===== config.mk =====
export PLATFORM = sky130hd
export DESIGN_NAME = multdiv_ctrl
export DESIGN_NICKNAME = d
export VERILOG_FILES = /design/src/rtl/multdiv_ctrl.sv
export SDC_FILE = /design/constraint.sdc
export NUM_CORES = 1
export LEC_CHECK = 0
export ABC_CLOCK_PERIOD_IN_PS = 2500
export CAP_MARGIN = 10
export CORE_MARGIN = 10
export CORE_UTILIZATION = 41
export CTS_BUF_LIST = sky130_fd_sc_hd__clkbuf_4 sky130_fd_sc_hd__clkbuf_8
export DETAILED_ROUTE_END_ITERATION = 10
export MAX_ROUTING_LAYER = met4
export PLACE_DENSITY_LB_ADDON = 0.1
export SYNTH_ARGS = -nofsm -noshare
export SYNTH_HDL_FRONTEND = slang
export SYNTH_SLANG_ARGS = --single-unit

===== constraint.sdc =====
create_clock -name clock -period 2.5 [get_ports clock]
set_clock_uncertainty 0.2 [all_clocks]
set_input_delay 0.75 -clock clock [delete_from_list [all_inputs] [get_ports clock]]
set_output_delay 0.75 -clock clock [all_outputs]
set_load 0.02 [all_outputs]

===== src/rtl/multdiv_ctrl.sv =====
// Sequencer between the execute stage and the multdiv unit: launches one
// mult/div, waits for ready (or times out) and issues a single writeback.
module multdiv_ctrl #(
   parameter logic [4:0]  RSTATUS_REG  = 5'd30,
   parameter logic [31:0] MUL_EXC_CODE = 32'd4,
   parameter logic [31:0] DIV_EXC_CODE = 32'd5,
   parameter int unsigned TIMEOUT      = 64
) (
   input  logic        clock,
   input  logic        reset,
   input  logic        in_valid,
   input  logic        in_is_div,
   input  logic [31:0] in_opA,
   input  logic [31:0] in_opB,
   input  logic [4:0]  in_rd,
   output logic        stall,
   output logic [31:0] md_operandA,
   output logic [31:0] md_operandB,
   output logic        md_ctrl_MULT,
   output logic        md_ctrl_DIV,
   input  logic [31:0] md_result,
   input  logic        md_exception,
   input  logic        md_resultRDY,
   output logic        wb_valid,
   output logic [4:0]  wb_rd,
   output logic [31:0] wb_data
);

   localparam int unsigned CNT_W = $clog2(TIMEOUT + 1);

   typedef enum logic [1:0] {IDLE, START, BUSY, DONE} state_t;

   state_t           state, state_nxt;
   logic [31:0]      op_a_q, op_b_q, result_q;
   logic             is_div_q, exc_q;
   logic [4:0]       rd_q;
   logic [CNT_W-1:0] cnt_q;
   logic             timed_out;

   assign timed_out = (cnt_q == CNT_W'(TIMEOUT));

   always_ff @(posedge clock or negedge reset) begin
      if (!reset) state <= IDLE;
      else        state <= state_nxt;
   end

   // Operand/result latches and the BUSY cycle counter (1 in the first BUSY cycle).
   always_ff @(posedge clock or negedge reset) begin
      if (!reset) begin
         op_a_q   <= '0;
         op_b_q   <= '0;
         is_div_q <= 1'b0;
         rd_q     <= '0;
         result_q <= '0;
         exc_q    <= 1'b0;
         cnt_q    <= '0;
      end else begin
         case (state)
            IDLE: begin
               cnt_q <= '0;
               if (in_valid) begin
                  op_a_q   <= in_opA;
                  op_b_q   <= in_opB;
                  is_div_q <= in_is_div;
                  rd_q     <= in_rd;
               end
            end
            START: cnt_q <= CNT_W'(1);
            BUSY: begin
               if (md_resultRDY) begin
                  result_q <= md_result;
                  exc_q    <= md_exception;
               end else if (timed_out) begin
                  result_q <= '0;
                  exc_q    <= 1'b1;
               end else begin
                  cnt_q <= cnt_q + CNT_W'(1);
               end
            end
            default: cnt_q <= '0;
         endcase
      end
   end

   always_comb begin
      state_nxt    = state;
      stall        = 1'b0;
      md_ctrl_MULT = 1'b0;
      md_ctrl_DIV  = 1'b0;
      wb_valid     = 1'b0;
      wb_rd        = '0;
      wb_data      = '0;
      md_operandA  = op_a_q;
      md_operandB  = op_b_q;
      case (state)
         IDLE: begin
            // Gated by reset so stall drops immediately while reset is held.
            stall = in_valid & reset;
            if (in_valid) state_nxt = START;
         end
         START: begin
            stall        = 1'b1;
            md_ctrl_MULT = ~is_div_q;
            md_ctrl_DIV  = is_div_q;
            state_nxt    = BUSY;
         end
         BUSY: begin
            stall = 1'b1;
            if (md_resultRDY || timed_out) state_nxt = DONE;
         end
         DONE: begin
            state_nxt = IDLE;
            if (exc_q) begin
               wb_valid = 1'b1;
               wb_rd    = RSTATUS_REG;
               wb_data  = is_div_q ? DIV_EXC_CODE : MUL_EXC_CODE;
            end else begin
               wb_valid = (rd_q != '0);
               wb_rd    = rd_q;
               wb_data  = result_q;
            end
         end
         default: state_nxt = IDLE;
      endcase
   end

endmodule


==> Flow_metrics.wiki <==
{| class="wikitable"
! Metric !! Value
|-
| Status || finished with violations
|-
| Violations in the final reports || negative setup slack
|-
| Worst-case headroom to the max-slew limit || 0.519
|-
| Register share of total power || 0.345
|-
| Worst-Margin Slew || 721 ps
|-
| CTS root buf || sky130_fd_sc_hd__clkbuf_8
|-
| Mux contribution to synthesized area || 0.173
|-
| Via count of the first global-routing pass || 3,999
|-
| Cell types with the largest area share after synthesis || sky130_fd_sc_hd__dfrtp_1 (60%), sky130_fd_sc_hd__mux2_2 (17%), sky130_fd_sc_hd__a22o_1 (6.0%), sky130_fd_sc_hd__and2_1 (4.5%), sky130_fd_sc_hd__ha_1 (1.9%)
|-
| Worst setup path class || register to output port
|-
| Total of warnings raised by yosys || 0
|-
| Maximum fanout encountered on the critical timing path || 2
|-
| Async SR Flop Fraction || 1.00
|-
| Number of clock sinks || 112
|-
| Reported leakage power || 3.29 nW
|-
| Number of buffer cells added on primary ports || 211
|-
| Clock H-tree levels || 3
|-
| Number of rows in the core area || 39
|-
| Tot Pwr || 0.00899 W
|-
| Maximum ir drop on the vdd rail || 0.000845 V
|-
| Beginning of the worst register-to-register path || state[1]$_DFFE_PN0P_
|-
| Tot GR Track Use || 0.177
|-
| I/O pin cnt || 212
|-
| Total number of nets in the final design || 680
|-
| Switching power summed over all nets || 0.00330 W
|-
| Number of storage elements in the synthesis netlist || 112
|-
| Crit path launch || exc_q$_DFFE_PN0P_
|-
| Post-synthesis area per instance || 13.9 um^2
|-
| HPWL after detailed placement || 10,500 um
|-
| Clk_lat worst skew || 390 ps
|-
| Initial core utilization || 0.414
|-
| Switching Fraction || 0.367
|-
| Setup crit end kind || output port
|-
| Number of instances in the placed design || 692
|-
| Distinct cells, synth || 32
|-
| Vias per inst || 5.03
|-
| Tcrit/Tclk final || 1.06
|-
| Critical path arrival || 1710 ps
|-
| Startpoint of the most critical hold path || result_q[30]$_DFFE_PN0P_
|-
| Clk slew on worst S/H paths || 100 ps
|-
| Worst path setup slack after routing || -161 ps
|-
| Finish-stage setup viols || 33
|-
| Post-DR wirelength/cell || 20.1 um
|-
| Weighted congestion reported at the end of routability-driven placement || 0.832
|-
| Initial antenna violation count || 0
|-
| Via total after detailed routing || 3,593
|-
| Number of clock buffers inserted by TritonCTS || 9
|-
| Proportion of synthesized chip area in sequential cells || 0.597
|-
| Sum of overflow across all layers after global routing || 0
|-
| Remaining antenna violation count after routing || 0
|-
| First-pass GRT wire length || 21,700 um
|-
| Worst endpoint required time || 1550 ps
|-
| Period minus WS final || 2660 ps
|-
| Relative contribution of combinational cells to total power || 0.532
|-
| Post-synth top area share || 0.597
|-
| Fin area || 7400 um^2
|-
| Die footprint || 16,100 um^2
|-
| Largest area contributor in the netlist || sky130_fd_sc_hd__dfrtp_1
|-
| Count of mapped cells out of synthesis || 338
|-
| Share of post-route cells with drive strength above 1 || 0.319
|-
| Number of pins exceeding their max-slew limit in the final report || 0
|-
| Synth Area in Simple Gates || 0.0837
|-
| Number of diodes added for antenna fixing || 0
|-
| Post-layout instance count excluding filler cells || 714
|-
| Max-cap viol count || 0
|-
| Number of flops mapped to enable cells by yosys || 0
|-
| Core Footprint || 11,300 um^2
|-
| Hold Slack || 303 ps
|-
| Int Power || 0.00569 W
|-
| RSZ-0062 raised after global routing || true
|-
| Aggregate routed wire length || 14,400 um
|-
| Number of search-and-repair iterations in the first detailed-routing pass || 5
|-
| Growth of design area from synthesis to finish || 57.7%
|-
| Synthesized net count || 452
|-
| Height of the die || 127 um
|-
| Horizontal die dimension || 127 um
|-
| Summed instance area of the synthesized netlist || 4690 um^2
|-
| Largest net degree at the start of global routing || 59
|-
| Hold-fix buffer count after cts || 0
|-
| Most frequently used flop master after synthesis || sky130_fd_sc_hd__dfrtp_1
|-
| Largest family of logic cells by synthesized area || multiplexers
|-
| Worst hold path type || register to register
|-
| Drt drc || 0
|-
| Cell Pwr Density || 1220 nW/um^2
|-
| Number of buffers on the longest clock path || 2
|-
| Number of DRC violations after detailed-routing iteration 0 || 187
|-
| Fraction of power consumed by the clock network || 0.123
|-
| Post-synthesis compound-gate area fraction || 0.0963
|-
| Hold Violations, Final || 0
|-
| Crit path launch type || register
|-
| Fraction of synthesized cell area in xor and xnor cells || 0
|-
| Total cell area at the placement stage || 7070 um^2
|-
| Fmax achieved || 0.376 GHz
|-
| Post-synthesis adder-cell area fraction || 0.0187
|-
| CTS tree || yes
|}
-- layout make-up --
type	count	area, um^2
Fill cell	899	3920
Sequential cell	112	2800
Timing Repair Buffer	238	2360
Multi-Input combinational cell	198	1820
Tap cell	143	179
Clock buffer	10	131
Clock inverter	6	67.6
Inverter	7	36.3
-- worst max-delay path, cell delays in order, from the launching register on --
cell,delay [ps]
sky130_fd_sc_hd__dfrtp_1,400
sky130_fd_sc_hd__or4_1,510
sky130_fd_sc_hd__o31a_1,270
sky130_fd_sc_hd__buf_6,140
-- stage by stage --
stage | setup TNS, ps | utilization | setup slack, ps
2_1_floorplan | 0 | - | 117
6_report | -3370 | 0.654 | -161
4_1_cts | -2950 | 0.633 | -196
3_3_place_gp | -2830 | 0.625 | -481
5_1_grt | -6910 | 0.654 | -268
3_5_place_dp | -2970 | 0.625 | -470
-- logic make-up (layout without fill, tap and decap cells) --
group                      after synthesis  in the layout
DFF                                    112            112
muxes                                   72             72
and+or+nand+nor                         64             64
AOI/OAI and AO/OA                       55             55
buffers and inverters                   28            261
adders and majority gates                7              7
-- final timing paths --
kind,endpoint,slack (ps),cells past startpoint
setup reg to reg,cnt_q[6]$_DFFE_PN0P_,270,7
min in group asynchronous,is_div_q$_DFFE_PN0P_,310,2
max in group asynchronous,md_operandA[2]$_DFFE_PN0P_,610,3
hold / removal,result_q[30]$_DFFE_PN0P_,300,1
hold reg to reg,result_q[30]$_DFFE_PN0P_,300,1
setup / recovery,wb_valid,-160,3
-- placed cells by master (no fill, tap or decap), drive strengths merged, types with 6 or more instances in the layout --
cell type,netlist,final
and2,34,34
nor2b,6,6
mux2,71,71
nand2,6,6
clkbuf,7,11
ha,7,7
a22o,32,32
inv,7,8
buf,14,68
nand3,7,7
clkdlybuf4s50,0,169
dfrtp,112,112
-- flip-flops by register name, indices dropped and copies added (netlist names) --
register     cells
is_div_q         1
state            2
rd_q             5
result_q        32
cnt_q            7
exc_q            1
md_operandB     32
md_operandA     32
-- Yosys cell counts, types with 2 or more instances --
cell type,instances
sky130_fd_sc_hd__buf_6,4
sky130_fd_sc_hd__a21o_1,2
sky130_fd_sc_hd__clkbuf_1,7
sky130_fd_sc_hd__a22o_1,32
sky130_fd_sc_hd__ha_1,7
sky130_fd_sc_hd__inv_1,7
sky130_fd_sc_hd__o21a_1,5
sky130_fd_sc_hd__mux2_2,71
sky130_fd_sc_hd__and2_1,34
sky130_fd_sc_hd__dfrtp_1,112
sky130_fd_sc_hd__o41ai_1,4
sky130_fd_sc_hd__a31oi_1,5
sky130_fd_sc_hd__and3_1,4
sky130_fd_sc_hd__nand3_1,7
sky130_fd_sc_hd__nor2b_1,6
sky130_fd_sc_hd__nand2_1,5
sky130_fd_sc_hd__buf_2,10
sky130_fd_sc_hd__a21oi_1,2
-- power groups by stage --
stage | clock, W | combinational [W] | sequential (W)
floorplan | 0 | 0.00175 | 0.00373
global placement | 0 | 0.00457 | 0.00308
detailed placement | 0 | 0.00462 | 0.00313
CTS | 0.00115 | 0.00461 | 0.00310
global route | 0.00123 | 0.00510 | 0.00322
finish | 0.00111 | 0.00478 | 0.00310
-- timing repair --
item,in CTS,in global routing
gates resized for setup,195,56
pin swaps,2,1
endpoints found under the setup margin,41,37
cloned,0,2
buffers inserted,1,4
-- layer usage --
layer  track usage  vias up  wire length [um]
met4        0.0549        0               250
met1         0.184     1772              5600
met3         0.108       18              1710
li1              -     1655                 -
met5             -        -                 0
met2         0.275      148              6790
(Power assumes the default switching activity.)
